`src/rtl/signal_demodulator_pkg.sv`:
```
// signal_demodulator_pkg
//   Carrier parameters shared by the BPSK transmitter and this demodulator,
//   plus the pipeline tag type and the offset-binary to signed helper.
package signal_demodulator_pkg;

  localparam int unsigned DATA_WIDTH      = 8;
  localparam int unsigned WAVELENGTH      = 15;
  localparam int unsigned SINE_RESOLUTION = 16;
  localparam int unsigned SHIFT           = $clog2(SINE_RESOLUTION);
  localparam int unsigned PHASE_WIDTH     = $clog2(SINE_RESOLUTION) + 1;
  localparam int unsigned PROD_WIDTH      = 2 * DATA_WIDTH;
  localparam int unsigned ACC_WIDTH       = 2 * DATA_WIDTH + $clog2(WAVELENGTH + 1) + 1;

  // Travels alongside each sample through the pipeline.
  typedef struct packed {
    logic valid;
    logic first;
    logic last;
  } tag_t;

  // Offset binary to two's complement: invert the MSB (x - midscale).
  function automatic logic signed [DATA_WIDTH-1:0] to_signed(input logic [DATA_WIDTH-1:0] x);
    return {~x[DATA_WIDTH-1], x[DATA_WIDTH-2:0]};
  endfunction

endpackage

```
`src/rtl/signal_demodulator_correlator.sv`:
```
// symbol_correlator
//   Multiplies each sample by its reference, accumulates over a symbol
//   (first-tagged product reloads, last-tagged product completes) and
//   registers the final sum and its sign as the decoded bit.
//   clk_i, rst_n_i : clock, async active-low reset
//   sample_i       : offset-binary sample aligned with ref_i
//   ref_i          : offset-binary reference sine
//   tag_i          : valid/first/last tag for this sample
//   bit_o          : sign of last completed sum (1 = negative)
//   bit_valid_o    : one-cycle pulse per completed symbol
//   correlation_o  : last completed signed sum
module symbol_correlator
  import signal_demodulator_pkg::*;
(
  input  logic                        clk_i,
  input  logic                        rst_n_i,
  input  logic [DATA_WIDTH-1:0]       sample_i,
  input  logic [DATA_WIDTH-1:0]       ref_i,
  input  tag_t                        tag_i,
  output logic                        bit_o,
  output logic                        bit_valid_o,
  output logic signed [ACC_WIDTH-1:0] correlation_o
);

  logic signed [DATA_WIDTH-1:0] sample_s;
  logic signed [DATA_WIDTH-1:0] ref_s;
  logic signed [PROD_WIDTH-1:0] prod_d;
  logic signed [PROD_WIDTH-1:0] prod_q;
  tag_t                         prod_tag_q;
  logic signed [ACC_WIDTH-1:0]  prod_ext;
  logic signed [ACC_WIDTH-1:0]  acc_d;
  logic signed [ACC_WIDTH-1:0]  acc_q;
  logic signed [ACC_WIDTH-1:0]  corr_q;
  logic                         bit_q;
  logic                         bit_valid_q;

  always_comb begin
    sample_s = to_signed(sample_i);
    ref_s    = to_signed(ref_i);
    prod_d   = sample_s * ref_s;
    prod_ext = {{(ACC_WIDTH-PROD_WIDTH){prod_q[PROD_WIDTH-1]}}, prod_q};
    acc_d    = prod_tag_q.first ? prod_ext : acc_q + prod_ext;
  end

  always_ff @(posedge clk_i or negedge rst_n_i) begin
    if (!rst_n_i) begin
      prod_q      <= '0;
      prod_tag_q  <= '0;
      acc_q       <= '0;
      corr_q      <= '0;
      bit_q       <= 1'b0;
      bit_valid_q <= 1'b0;
    end else begin
      prod_q      <= prod_d;
      prod_tag_q  <= tag_i;
      bit_valid_q <= prod_tag_q.valid & prod_tag_q.last;
      if (prod_tag_q.valid) acc_q <= acc_d;
      // The result register takes the same sum the accumulator is loading,
      // so the bit appears on the accumulate edge with no extra stage.
      if (prod_tag_q.valid && prod_tag_q.last) begin
        corr_q <= acc_d;
        bit_q  <= acc_d[ACC_WIDTH-1];
      end
    end
  end

  assign bit_o         = bit_q;
  assign bit_valid_o   = bit_valid_q;
  assign correlation_o = corr_q;

endmodule

```
`src/rtl/wave_table_sine.sv`:
```
// wave_table_sine
//   Registered sine lookup shared with the transmitter (1-cycle latency).
//   Output is offset binary, amplitude 127 around midscale 128.
//   clk_i   : clock
//   phase_i : phase index, 0..SINE_RESOLUTION-1
//   sine_o  : sine code for the phase presented on the previous edge
module wave_table_sine
  import signal_demodulator_pkg::*;
(
  input  logic                   clk_i,
  input  logic [PHASE_WIDTH-1:0] phase_i,
  output logic [DATA_WIDTH-1:0]  sine_o
);

  localparam logic [DATA_WIDTH-1:0] MID = {1'b1, {(DATA_WIDTH-1){1'b0}}};

  localparam logic [DATA_WIDTH-1:0] TABLE [SINE_RESOLUTION] = '{
    8'd128, 8'd177, 8'd218, 8'd245, 8'd255, 8'd245, 8'd218, 8'd177,
    8'd128, 8'd79,  8'd38,  8'd11,  8'd1,   8'd11,  8'd38,  8'd79
  };

  logic [DATA_WIDTH-1:0] sine_q;

  // Out-of-range phases (never produced by the demodulator) read as midscale.
  always_ff @(posedge clk_i) begin
    if (phase_i < PHASE_WIDTH'(SINE_RESOLUTION)) sine_q <= TABLE[phase_i[SHIFT-1:0]];
    else                                         sine_q <= MID;
  end

  assign sine_o = sine_q;

endmodule

```
`src/rtl/signal_demodulator.sv`:
```
// signal_demodulator
//   BPSK receive path: correlates each symbol of ADC samples against the
//   in-phase reference sine and decodes the sign as one bit.
//   clk          : sample clock
//   rst_n        : async active-low reset
//   sample_in    : offset-binary ADC sample
//   sample_valid : qualifies sample_in
//   symbol_start : with sample_valid, sample_in is phase 0 of a new symbol
//   bit_out      : decoded bit, held until the next bit_valid
//   bit_valid    : one-cycle pulse per decoded symbol
//   correlation  : signed final sum of the decoded symbol
//   locked       : set by the first accepted symbol_start
module signal_demodulator
  import signal_demodulator_pkg::*;
(
  input  logic                        clk,
  input  logic                        rst_n,
  input  logic [DATA_WIDTH-1:0]       sample_in,
  input  logic                        sample_valid,
  input  logic                        symbol_start,
  output logic                        bit_out,
  output logic                        bit_valid,
  output logic signed [ACC_WIDTH-1:0] correlation,
  output logic                        locked
);

  localparam logic [PHASE_WIDTH-1:0] LAST_IDX = PHASE_WIDTH'(WAVELENGTH);

  logic [PHASE_WIDTH-1:0] count_q, count_d;
  logic [PHASE_WIDTH-1:0] idx_cur;
  logic                   wrap;
  logic                   locked_q, locked_d;
  tag_t                   tag_d;

  logic [DATA_WIDTH-1:0]  s0_sample_q;
  logic [PHASE_WIDTH-1:0] s0_idx_q;
  tag_t                   s0_tag_q;
  logic [DATA_WIDTH-1:0]  s1_sample_q;
  tag_t                   s1_tag_q;
  logic [DATA_WIDTH-1:0]  ref_code;

  always_comb begin
    idx_cur  = symbol_start ? '0 : count_q;
    wrap     = (idx_cur == LAST_IDX);
    count_d  = count_q;
    locked_d = locked_q;
    tag_d    = '0;
    if (sample_valid) begin
      count_d = wrap ? '0 : idx_cur + 1'b1;
      if (symbol_start) locked_d = 1'b1;
      tag_d.valid = 1'b1;
      tag_d.first = (idx_cur == '0);
      // Only symbols that began after lock may complete; a symbol_start
      // forces index 0, so it can never also be tagged last.
      tag_d.last  = wrap & locked_q;
    end
  end

  always_ff @(posedge clk or negedge rst_n) begin
    if (!rst_n) begin
      count_q     <= '0;
      locked_q    <= 1'b0;
      s0_sample_q <= '0;
      s0_idx_q    <= '0;
      s0_tag_q    <= '0;
      s1_sample_q <= '0;
      s1_tag_q    <= '0;
    end else begin
      count_q     <= count_d;
      locked_q    <= locked_d;
      s0_sample_q <= sample_in;
      s0_idx_q    <= idx_cur;
      s0_tag_q    <= tag_d;
      s1_sample_q <= s0_sample_q;
      s1_tag_q    <= s0_tag_q;
    end
  end

  wave_table_sine u_sine (
    .clk_i   (clk),
    .phase_i (s0_idx_q),
    .sine_o  (ref_code)
  );

  symbol_correlator u_corr (
    .clk_i         (clk),
    .rst_n_i       (rst_n),
    .sample_i      (s1_sample_q),
    .ref_i         (ref_code),
    .tag_i         (s1_tag_q),
    .bit_o         (bit_out),
    .bit_valid_o   (bit_valid),
    .correlation_o (correlation)
  );

  assign locked = locked_q;

endmodule

```
`config.mk`:
```
export PLATFORM = sky130hd
export DESIGN_NAME = signal_demodulator
export DESIGN_NICKNAME = d
export VERILOG_FILES = /design/src/rtl/signal_demodulator_pkg.sv /design/src/rtl/signal_demodulator_correlator.sv /design/src/rtl/wave_table_sine.sv /design/src/rtl/signal_demodulator.sv
export SDC_FILE = /design/constraint.sdc
export NUM_CORES = 1
export LEC_CHECK = 0
export BUFFER_PORTS_ARGS = -buffer_cell sky130_fd_sc_hd__buf_4
export CAP_MARGIN = 20
export CELL_PAD_IN_SITES_DETAIL_PLACEMENT = 1
export CELL_PAD_IN_SITES_GLOBAL_PLACEMENT = 1
export CORE_MARGIN = 5
export CORE_UTILIZATION = 30
export CTS_CLUSTER_DIAMETER = 200
export CTS_CLUSTER_SIZE = 10
export DETAILED_ROUTE_END_ITERATION = 6
export PLACE_DENSITY_LB_ADDON = 0.1
export SLEW_MARGIN = 20
export SYNTH_ARGS = -nofsm -noshare
export SYNTH_HDL_FRONTEND = slang
export SYNTH_SLANG_ARGS = --single-unit
```
`constraint.sdc`:
```
create_clock -name clk -period 5.37 [get_ports clk]
set_clock_uncertainty 0.1 [all_clocks]
set_input_delay 1.611 -clock clk [delete_from_list [all_inputs] [get_ports clk]]
set_output_delay 1.611 -clock clk [all_outputs]
set_load 0.05 [all_outputs]
```
==> results.md <==
| Quantity | This run | Unit |
|:---|:---|:---|
| Post-CTS setup repair buffer count | 0 | - |
| WHS | 0.250 | ns |
| Number of nets in the final layout | 891 | - |
| Number of global-route vias before repair | 5720 | - |
| Setup repair after global routing missed its margin | false | - |
| CP required | 5.53 | ns |
| Cell count of the worst hold path | 0 | - |
| Total routing resource utilization after global routing | 12.8 | % |
| Number of synthesized register bits | 103 | - |
| Router iterations before antenna repair | 4 | - |
| Number of DRC markers in iteration 0 | 120 | - |
| Max-slew violation count | 0 | - |
| RD Place Congestion | 0.818 | - |
| Cell Count, Final, Fillers Out | 1090 | - |
| DIE WIDTH | 165 | um |
| Critical R2R Capture | u_corr.prod_q[15]$_DFF_PN0_ | - |
| Post-route ant nets | 0 | - |
| Critical path data arrival time | 4.97 | ns |
| Remaining max-slew budget at the tightest pin | 38.6 | % |
| Cell area after synthesis | 7240 | sq um |
| Leakage Power | 3.93 | nW |
| Startpoint of the worst-slack reg-to-reg timing path | s1_sample_q[0]$_DFF_PN0_ | - |
| Max capacitance violation total | 0 | - |
| Number of enable-type register cells in the synthesized netlist | 0 | - |
| Die extent in y | 165 | um |
| Filler cell count in the final layout | 2715 | - |
| Most frequent cells after synthesis | inv_1 (103), dfrtp_1 (95), nand2_1 (60) | - |
| Post-Syn Area per Cell | 9.85 | sq um |
| Status | finished clean | - |
| Share of layout cells above drive strength 1 | 9.99 | % |
| Number of cells traversed by the worst register-to-register path | 14 | - |
| Drt wl/cell | 14.7 | um |
| Class of the tightest hold or removal check | reg2reg | - |
| Number of placed instances, taps included | 1074 | - |
| Cell types occupying the most area after synthesis | dfrtp_1 (33%), fa_1 (15%), ha_1 (9.8%), inv_1 (5.3%), and2_1 (3.5%) | - |
| Fraction of the core area covered by cells at the end of the flow | 34.6 | % |
| Setup Total Neg Slack | 0 | ns |
| DRC violations left | 0 | - |
| Placed inst area | 7860 | sq um |
| Std-Cell Core Area | 23600 | sq um |
| Clock latency on the worst-skew pair | 0.35 | ns |
| Number of distinct library cells after synthesis | 64 | - |
| Final count of negative-setup-slack endpoints | 0 | - |
| Cell area power density | 632 | nW/um^2 |
| Minimum period implied by the final worst setup slack | 4.81 | ns |
| Global-route wire length before repair | 28.1 | mm |
| Total chip power | 5.17 | mW |
| Area of combinational cells with multiple inputs | 4230 | sq um |
| Sequential element share of the synthesized area | 35.0 | % |
| Worst setup slack before clock tree synthesis | 0.491 | ns |
| Vias per cell | 4.62 | - |
| Setup crit start kind | flip-flop | - |
| Clock sinks | 103 | - |
| Most instantiated library cell after synthesis | inv_1 | - |
| H-tree levels | 3 | - |
| Maximum number of pins on one net before global-route repair | 44 | - |
| Clock transition at the registers of the reported paths | 0.07 | ns |
| Share of the synthesized area in the top cell type | 32.8 | % |
| Number of vias in the routed layout | 5032 | - |
| FF+latch area | 2540 | sq um |
| Layout Cell Area excl Fill | 8180 | sq um |
| Wirelength, routed | 16.0 | mm |
| Worst Slack Setup Final | 0.558 | ns |
| Ant. Diodes | 0 | - |
| Fraction of the cycle the final worst path needs | 89.6 | % |
| Cell at the root of the clock tree | clkbuf_16 | - |
| Total of warnings raised by yosys | 0 | - |
| Register-to-Register Setup Slack | 0.56 | ns |
| Dpl hpwl | 13.0 | mm |
| Area overhead of the layout relative to synthesis | 12.9 | % |
| FP Rows | 56 | - |
| Final Hold Viols | 0 | - |
| Grt ovf | 0 | - |
| Crit path kind | reg2reg | - |
| Number of buffers inserted by hold repair at cts | 0 | - |
| Max clock buf depth | 2 | - |
| Mapped Nets | 860 | - |
| Top-Level Pins | 36 | - |
| Initial standard-cell utilization of the core | 30.7 | % |
| Hold Crit Start | s0_sample_q[5]$_DFF_PN0_ | - |
| Clock buffers created by TritonCTS | 9 | - |
| Kind of capture point of the worst setup path | flip-flop | - |
| Port-buffer cells | 35 | - |
| Critical-path maximum fanout | 8 | - |
| CTS tree | yes | - |
| Die area | 27300 | sq um |
| Worst vdd ir | 0.229 | mV |
| Transition time of the tightest slew-check pin | 0.921 | ns |
| Achievable frequency | 208 | MHz |
| Async S/R FF share, synth | 92.2 | % |
| Number of antenna violations at the first check in global routing | 0 | - |
| Biggest area consumer among synthesized cells | dfrtp_1 | - |
| Number of gates resized after CTS | 0 | - |
| Cells after synthesis | 735 | - |
| Flip-flop cell with the highest count after synthesis | dfrtp_1 | - |
| Hold worst-path end | s1_sample_q[5]$_DFF_PN0_ | - |
[placed cells by master (no fill, tap or decap), types with 6 or more instances in the layout]
cell type	count
mux2i_1	12
dfrtp_1	95
o21ai_0	37
nor2b_1	13
a21o_1	9
a21oi_1	45
nor3_1	6
nand2_1	60
inv_1	103
clkbuf_16	9
xnor2_1	15
and2_1	40
nand2b_1	7
ha_1	57
fa_1	56
buf_4	39
xor2_1	13
nand3_1	6
nor2_1	52
dfxtp_1	8
[how the worst max path moves through the flow]
stage	startpoint	end	depth (start not counted)
after global placement	s1_sample_q[0]$_DFF_PN0_	u_corr.prod_q[15]$_DFF_PN0_	14
after detailed placement	s1_sample_q[0]$_DFF_PN0_	u_corr.prod_q[15]$_DFF_PN0_	14
after global routing	s1_sample_q[0]$_DFF_PN0_	u_corr.prod_q[15]$_DFF_PN0_	14
after CTS	s1_sample_q[0]$_DFF_PN0_	u_corr.prod_q[15]$_DFF_PN0_	14
final	s1_sample_q[0]$_DFF_PN0_	u_corr.prod_q[15]$_DFF_PN0_	14
after floorplan	u_sine.sine_o[7]$_SDFF_PP1_	u_corr.prod_q[15]$_DFF_PN0_	15
[metal layers]
| metal | GRT usage (%) | routed length [um] | up-vias |
|---|---|---|---|
| li1 | - | - | 2463 |
| met1 | 15.5 | 7140 | 2513 |
| met2 | 23.2 | 8290 | 43 |
| met3 | 2.23 | 373 | 13 |
| met4 | 3.45 | 221 | 0 |
| met5 | 0 | 0 | - |
[sequential cells by signal (all words and copies together) (netlist names)]
name	cells
u_corr.acc_q	21
s0_sample_q	8
s0_tag_q	3
u_corr.bit_o	1
u_sine.sine_o	8
u_corr.bit_valid_o	1
s0_idx_q	5
u_corr.prod_q	16
u_corr.prod_tag_q	3
count_q	5
s1_sample_q	8
locked	1
s1_tag_q	3
u_corr.correlation_o	20
[report_power, final]
part	leakage, nW	switching [mW]	internal [mW]
Combinational	2.53	1.89	1.42
Clock	0.153	0.296	0.411
Sequential	1.25	0.171	0.979
Total	3.93	2.36	2.81
[final cells by class]
type | count | area share [%]
multi-input combinational | 508 | 51.8
sequential | 103 | 31.0
tap | 319 | 4.88
inverter | 105 | 4.82
timing repair buffer | 39 | 3.58
clock buffer | 10 | 2.80
clock inverter | 6 | 1.10
[critical path, stage by stage, from the launching register on]
cell	delay [ns]
dfrtp_1	0.43
or2_2	0.33
fa_1	0.52
fa_1	0.55
inv_1	0.06
fa_1	0.53
inv_1	0.05
fa_1	0.52
inv_1	0.04
ha_1	0.32
nor2b_1	0.16
or4_4	0.43
a41o_1	0.27
o41ai_2	0.25
xnor2_1	0.18
[logic make-up (layout without fill, tap and decap cells)]
logic type                 count (synthesis)  count (layout)  share of synthesized area, %
and+or+nand+nor                          209             209                          14.4
AOI/OAI and AO/OA                        140             140                          12.6
buffers and inverters                    124             160                          6.50
adders and majority gates                113             113                          25.3
DFF                                      103             103                          35.0
xor gates and xnor gates                  28              28                          3.39
muxes                                     18              18                          2.75
Note: power is estimated with default switching activity, not from simulation.
